## src/rtl/crc_mem_dut.sv

```systemverilog


module crc_mem_dut (
   input  logic        clk,
   input  logic        rst_n,
   input  logic        mem1_wr,
   input  logic [31:0] mem1_data_in,
   output logic [31:0] mem1_data_out,
   output logic        mem1_err_detected,
   output logic        mem1_err_corrected,
   input  logic        mem2_wr,
   input  logic [7:0]  mem2_data_in,
   output logic [7:0]  mem2_data_out,
   output logic        mem2_err_detected,
   output logic        mem2_err_corrected
);

   // CRC-8, poly 0x07, MSB-first, init 0: remainder of data*x^8 mod P.
   function automatic logic [7:0] crc8_calc(input logic [31:0] data);
      logic [7:0] crc;
      logic       fb;
      crc = '0;
      for (int i = 31; i >= 0; i--) begin
         fb  = crc[7] ^ data[i];
         crc = {crc[6:0], 1'b0};
         if (fb) crc = crc ^ 8'h07;
      end
      return crc;
   endfunction

   // CRC-4, poly 0x3, MSB-first, init 0: remainder of data*x^4 mod P.
   function automatic logic [3:0] crc4_calc(input logic [7:0] data);
      logic [3:0] crc;
      logic       fb;
      crc = '0;
      for (int i = 7; i >= 0; i--) begin
         fb  = crc[3] ^ data[i];
         crc = {crc[2:0], 1'b0};
         if (fb) crc = crc ^ 4'h3;
      end
      return crc;
   endfunction

   // Stored codewords; names are referenced by fault-injection benches.
   logic [31:0] mem1_data_q;
   logic [7:0]  mem1_crc_q;
   logic [7:0]  mem2_data_q;
   logic [3:0]  mem2_crc_q;
   logic        mem1_det_q;
   logic        mem2_det_q;

   // Syndromes of the stored words; zero means the codeword is consistent.
   logic [7:0]  mem1_syn;
   logic [3:0]  mem2_syn;

   assign mem1_syn = crc8_calc(mem1_data_q) ^ mem1_crc_q;
   assign mem2_syn = crc4_calc(mem2_data_q) ^ mem2_crc_q;

`ifdef CRC_CORRECT_EN
   // Single-bit syndrome decode. Codeword bit order is {data, crc}, so data
   // bit i sits at position i+k. Every comparison is against a constant, so
   // each mask is a fixed lookup on the syndrome; at most one bit can match.
   function automatic logic [39:0] crc8_flip_mask(input logic [7:0] syn);
      logic [39:0] m;
      m = '0;
      for (int i = 0; i < 32; i++)
         if (crc8_calc(32'd1 << i) == syn) m[i + 8] = 1'b1;
      for (int j = 0; j < 8; j++)
         if ((8'd1 << j) == syn) m[j] = 1'b1;
      return m;
   endfunction

   function automatic logic [11:0] crc4_flip_mask(input logic [3:0] syn);
      logic [11:0] m;
      m = '0;
      for (int i = 0; i < 8; i++)
         if (crc4_calc(8'd1 << i) == syn) m[i + 4] = 1'b1;
      for (int j = 0; j < 4; j++)
         if ((4'd1 << j) == syn) m[j] = 1'b1;
      return m;
   endfunction

   logic [39:0] mem1_flip;
   logic [11:0] mem2_flip;
   logic        mem1_fixable;
   logic        mem2_fixable;
   logic        mem1_cor_q;
   logic        mem2_cor_q;

   assign mem1_flip    = crc8_flip_mask(mem1_syn);
   assign mem2_flip    = crc4_flip_mask(mem2_syn);
   assign mem1_fixable = |mem1_flip;
   assign mem2_fixable = |mem2_flip;
`endif

   // MEM1 storage: write has priority over scrub; detect flag follows the stored syndrome.
   always_ff @(posedge clk or posedge rst_n) begin
      if (rst_n) begin
         mem1_data_q <= '0;
         mem1_crc_q  <= '0;
         mem1_det_q  <= 1'b0;
      end else if (mem1_wr) begin
         mem1_data_q <= mem1_data_in;
         mem1_crc_q  <= crc8_calc(mem1_data_in);
         mem1_det_q  <= 1'b0;
      end else begin
         mem1_det_q <= |mem1_syn;
`ifdef CRC_CORRECT_EN
         if (mem1_fixable)
            {mem1_data_q, mem1_crc_q} <= {mem1_data_q, mem1_crc_q} ^ mem1_flip;
`endif
      end
   end

   // MEM2 storage: same structure as MEM1, fully independent.
   always_ff @(posedge clk or posedge rst_n) begin
      if (rst_n) begin
         mem2_data_q <= '0;
         mem2_crc_q  <= '0;
         mem2_det_q  <= 1'b0;
      end else if (mem2_wr) begin
         mem2_data_q <= mem2_data_in;
         mem2_crc_q  <= crc4_calc(mem2_data_in);
         mem2_det_q  <= 1'b0;
      end else begin
         mem2_det_q <= |mem2_syn;
`ifdef CRC_CORRECT_EN
         if (mem2_fixable)
            {mem2_data_q, mem2_crc_q} <= {mem2_data_q, mem2_crc_q} ^ mem2_flip;
`endif
      end
   end

`ifdef CRC_CORRECT_EN
   // Correction pulses: high for the edge at which a scrub write-back happened.
   always_ff @(posedge clk or posedge rst_n) begin
      if (rst_n) begin
         mem1_cor_q <= 1'b0;
         mem2_cor_q <= 1'b0;
      end else begin
         mem1_cor_q <= !mem1_wr && mem1_fixable;
         mem2_cor_q <= !mem2_wr && mem2_fixable;
      end
   end

   assign mem1_err_corrected = mem1_cor_q;
   assign mem2_err_corrected = mem2_cor_q;
`else
   assign mem1_err_corrected = 1'b0;
   assign mem2_err_corrected = 1'b0;
`endif

   assign mem1_data_out     = mem1_data_q;
   assign mem2_data_out     = mem2_data_q;
   assign mem1_err_detected = mem1_det_q;
   assign mem2_err_detected = mem2_det_q;

endmodule

```

## config.mk

```make
export PLATFORM = sky130hd
export DESIGN_NAME = crc_mem_dut
export DESIGN_NICKNAME = d
export VERILOG_FILES = /design/src/rtl/crc_mem_dut.sv
export SDC_FILE = /design/constraint.sdc
export NUM_CORES = 1
export LEC_CHECK = 0
export CELL_PAD_IN_SITES_DETAIL_PLACEMENT = 0
export CELL_PAD_IN_SITES_GLOBAL_PLACEMENT = 2
export CORE_UTILIZATION = 30
export CTS_CLUSTER_SIZE = 14
export DETAILED_ROUTE_END_ITERATION = 16
export PLACE_DENSITY_LB_ADDON = 0.1
export SKIP_CTS_REPAIR_TIMING = 1
export SYNTH_ARGS = -nofsm -noshare
export SYNTH_HDL_FRONTEND = slang
export SYNTH_SLANG_ARGS = --single-unit
export TNS_END_PERCENT = 50
```

## constraint.sdc

```tcl
create_clock -name clk -period 2.6 [get_ports clk]
set_input_delay 0.39 -clock clk [delete_from_list [all_inputs] [get_ports clk]]
set_output_delay 0.39 -clock clk [all_outputs]
set_load 0.02 [all_outputs]
```

# Yosys cells after proc, flatten, opt, wreduce, memory -nomap -nowiden
# Cells that the tools add are included.
[totals]
elab_cells = 282
in_bits = 44
output_inout_bits = 44
register_bits = 54
[classes]
muxes = 120
reduce_logical = 2
n_bitwise = 154
[ops]
columns = ["op", "count"]
rows = [
  ["$mux W8", 31],
  ["$mux W3", 64],
  ["$not A3 Y3", 62],
  ["$xor A1 B1 Y1", 69],
  ["$mux W2", 16],
  ["$mux W4", 7],
  ["$not A2 Y2", 14],
  ["$reduce_or A8 Y1", 1],
  ["$xor A8 B8 Y8", 1],
  ["$xor A1 B1 Y1 const A", 7],
  ["$reduce_or A4 Y1", 1],
  ["$xor A4 B4 Y4", 1],
  ["$mux W1", 2],
]

# Longest topological paths before layout
[logic_depth]
depth_word = 94
depth_mapped = 8
depth_no_buf = 7

# Worst setup path after synthesis
# OpenSTA, ideal clock, no wires.
[synth_timing]
path_kind = "register to register"
startpoint = "register mem1_data_q[30] (netlist: mem1_data_out[30])"
endpoint = "register mem1_det_q (netlist: mem1_err_detected)"
setup_slack_ps = -165
stages_incl_launch_ff = 9
t_required_ps = 2454
setup_time_ps = 146
period_less_slack_ps = 2765
path_buffers = 1
t_arrival_ps = 2619
cell_sequence = "dfrtp_1 > buf_2 > xnor2_4 > xnor3_2 > xnor2_2 > xnor3_1 > or4_1 > nand3b_1 > a41oi_2"
[synth_between]
elab_chain_cells = 27
word_cells_on_any_way = 76
cone_classes = "mux (28); bitwise (47); reduce/logical (1)"
[synth_lines]
columns = ["element", "line_no", "text"]
rows = [
  ["start: declaration", "45", "logic [31:0] mem1_data_q;"],
  ["start signal: assignment", "103", "mem1_data_q <= mem1_data_in;"],
  ["$xor A1 B1 Y1 (*)", "24", "fb = crc[7] ^ data[i];"],
  ["$mux W3 (*)", "26", "if (fb) crc = crc ^ 8'h07;"],
  ["$not A3 Y3 (no source line)", "-", ""],
  ["$mux W3", "26", ""],
  ["$not A3 Y3 (no source line)", "-", ""],
  ["$mux W3", "26", ""],
  ["$xor A1 B1 Y1", "24", ""],
  ["$mux W3", "26", ""],
  ["(+11 left out)", "-", ""],
  ["$mux W3", "26", ""],
  ["$not A3 Y3 (no source line)", "-", ""],
  ["$mux W3", "26", ""],
  ["$not A3 Y3 (no source line)", "-", ""],
  ["$mux W3", "26", ""],
  ["$xor A8 B8 Y8 (*)", "56", "assign mem1_syn = crc8_calc(mem1_data_q) ^ mem1_crc_q;"],
  ["$reduce_or A8 Y1 (*)", "107", "mem1_det_q <= |mem1_syn;"],
  ["$mux W1 (*)", "102", "end else if (mem1_wr) begin"],
  ["end signal: assignment", "107", ""],
  ["end: declaration", "49", "logic mem1_det_q;"],
]
# Mark *: on every way between the ends. The rest lies on a longest branch, timed or not.
# A chain may end at the register's enable or synchronous reset.

# Worst setup path after layout
[layout_timing]
startpoint = "register mem1_data_q[29] (netlist: mem1_data_out[29])"
endpoint = "register mem1_det_q (netlist: mem1_err_detected)"
# Same word-level chain as after synthesis.

==> flow_metrics.env <==
export IMPL_status="finished, violations left"
export IMPL_synth_compound_area_share_pct=1.82
export IMPL_die_area_um2=14200
export IMPL_place_inst=638
export IMPL_syn_cell_area_um2=4120
export IMPL_gr_total_overflow=0
export IMPL_critPathLaunchType="flop"
export IMPL_synth_fa_ha_area_share_pct=0
export IMPL_gp_congestion=0.831
export IMPL_drive_gt1_share_pct=38.2
export IMPL_grt_max_degree=34
export IMPL_tightest_slew_ps=526
export IMPL_ys_ff_latch=54
export IMPL_finalNonFillerCells=647
export IMPL_synth_main_ff_cell="dfrtp_1"
export IMPL_worstSetupStartpoint="mem1_data_out[29]$_DFFE_PP0P_"
export IMPL_async_flop_share_pct=100
export IMPL_cp_arrival_ps=2930
export IMPL_hold_slack_ps=446
export IMPL_critical_path_max_fanout=3
export IMPL_period_share_pct=106
export IMPL_powerDensity_nw_per_um2=1130
export IMPL_grt_pass1_wl_um=17000
export IMPL_synth_most_common_cell="xnor2_1"
export IMPL_synth_area_mux_share_pct=13.2
export IMPL_dieHeight_um=119
export IMPL_cts_buffers=5
export IMPL_die_x_um=119
export IMPL_pin_count=88
export IMPL_max_slew_margin_pct=64.9
export IMPL_area_delta_synth_final_pct=49.8
export IMPL_worstSetupPathType="reg2reg"
export IMPL_grtUsageTotal_pct=16.5
export IMPL_nets=515
export IMPL_core_area_um2=13300
export IMPL_synth_top_area_share_pct=32.8
export IMPL_synth_area_leaders="dfrtp_1, xnor2_1, xnor3_1"
export IMPL_diodes=0
export IMPL_setup_ws_ps=-161
export IMPL_wl_per_cell_um=17.0
export IMPL_ir_drop_mv=0.496
export IMPL_drc_errors=0
export IMPL_yosysUniqueCellTypes=31
export IMPL_wl_um=11000
export IMPL_vias=2747
export IMPL_fmax_ghz=0.362
export IMPL_synth_edf_count=0
export IMPL_antenna_found_initial=0
export IMPL_detail_route_antenna_nets=0
export IMPL_drtIter0Drc=77
export IMPL_yosys_area_share_simple_pct=2.49
export IMPL_critPathRequiredTime_ps=2770
export IMPL_htreeDepth=2
export IMPL_cap_violations=0
export IMPL_place_port_buffers=85
export IMPL_clk_pin_slew_worst_paths_ps=70
export IMPL_synth_top_family_by_area="XOR/XNOR gates"
export IMPL_yosys_area_top_type="dfrtp_1"
export IMPL_first_global_vias=3035
export IMPL_viasPerCell=4.25
export IMPL_synth_xor_area_share_pct=48.2
export IMPL_ys_seq_area_share_pct=32.8
export IMPL_synth_cells=306
export IMPL_drtPass1Iterations=4
export IMPL_avgSynthCellArea_um2=13.5
export IMPL_root_buffer="clkbuf_16"
export IMPL_synthTopCellsByCount="xnor2_1, dfrtp_1, mux2_2"
export IMPL_clock_skew_ps=6.68
export IMPL_rows=42
export IMPL_worstReg2RegStart="mem1_data_out[29]$_DFFE_PP0P_"
export IMPL_leakagePower_uw=0.00276
export IMPL_nFillCells=1279
export IMPL_violations="setup timing"
export IMPL_critPathCaptureType="flop"
export IMPL_clock_sinks=54
export IMPL_hpwl_um=9000
export IMPL_rsz0062_at_grt="yes"
export IMPL_fin_crit_ps=2760
export IMPL_clock_latency_ps=310
export IMPL_hold_viol=0
export IMPL_synth_warnings=0
export IMPL_hold_path_class="in2async"
export IMPL_reg2reg_depth=9
export IMPL_cts_buffer_depth=2
export IMPL_cts_tree="yes"
export IMPL_initial_core_util_pct=30.9
export IMPL_drv_slew=0
export IMPL_setup_viol=2
## logic make-up after synthesis
logic type / after synthesis
other cells: 1
flops: 54
simple gates: 20
compound gates: 11
xor+xnor: 158
mux: 48
buf+inv: 14
## flip-flops by register name (all words and copies together) (netlist names)
name and flops:
mem2_data_out 8, mem1_data_out 32, mem2_crc_q 4, mem1_err_detected 1, mem2_err_detected 1, mem1_crc_q 8
## where the power goes
part           internal, uW  switching (uW)
Combinational          3110            2040
Clock                   354             325
Sequential             1010             142
Total                  4470            2510
## layout make-up
cell class	count	area, um2	area share [%]
tap	176	220	3.56
clock inverter	1	7.51	0.122
multi-input combinational	239	2940	47.6
inverter	3	11.3	0.182
sequential	54	1350	21.9
timing repair buffer	168	1510	24.5
clock buffer	6	129	2.09
## layout by cell type (no fill, tap or decap), types with 8 or more instances in the layout
| cell type | instances |
|---|---|
| xnor2_2 | 21 |
| clkdlybuf4s50_1 | 81 |
| dfrtp_1 | 52 |
| xnor2_1 | 80 |
| xnor3_1 | 23 |
| nor2_1 | 8 |
| xor2_1 | 10 |
| mux2_2 | 46 |
| buf_4 | 78 |
| xnor3_2 | 8 |
## final timing paths
path	to	slack, ps
worst min-delay path	mem1_data_out[1]$_DFFE_PP0P_	450
worst max register to register	mem1_err_detected$_DFF_PP0_	-160
max in group asynchronous	mem1_data_out[30]$_DFFE_PP0P_	1580
worst min register to register	mem1_crc_q[2]$_DFFE_PP0P_	530
min in group clk	mem1_data_out[31]$_DFFE_PP0P_	500
worst max-delay path	mem1_err_detected$_DFF_PP0_	-160
## stage by stage
| step | setup slack, ps | utilization, % | total power [uW] | area [um2] | TNS (ps) |
|---|---|---|---|---|---|
| 6_report | -161 | 46.3 | 6980 | 6180 | -173 |
| 5_1_grt | -251 | 46.3 | 7430 | 6180 | -587 |
| 4_1_cts | -318 | 44.3 | 6780 | 5910 | -858 |
| 3_5_place_dp | -470 | 43.3 | 6040 | 5780 | -3260 |
| 3_3_place_gp | -407 | 43.3 | 5980 | 5780 | -2950 |
| 2_1_floorplan | -148 | - | 4490 | 4130 | -148 |
## critical path, cell delays in order (launching register included)
cell and delay, ps:
dfrtp_1 420, buf_4 170, xnor2_2 130, buf_4 140, xnor3_2 400, xnor3_1 360
xnor3_2 270, or4_1 510, nand3b_1 110, a41oi_2 110
## per-layer routing
metal | track usage, % | up-vias | routed length [um]
met5 | 0 | - | 0
met2 | 28.5 | 51 | 5680
li1 | - | 1356 | -
met1 | 20.4 | 1335 | 4800
met4 | 5.54 | 0 | 119
met3 | 3.59 | 5 | 375
No activity file was read; power rests on OpenSTA's default activity.
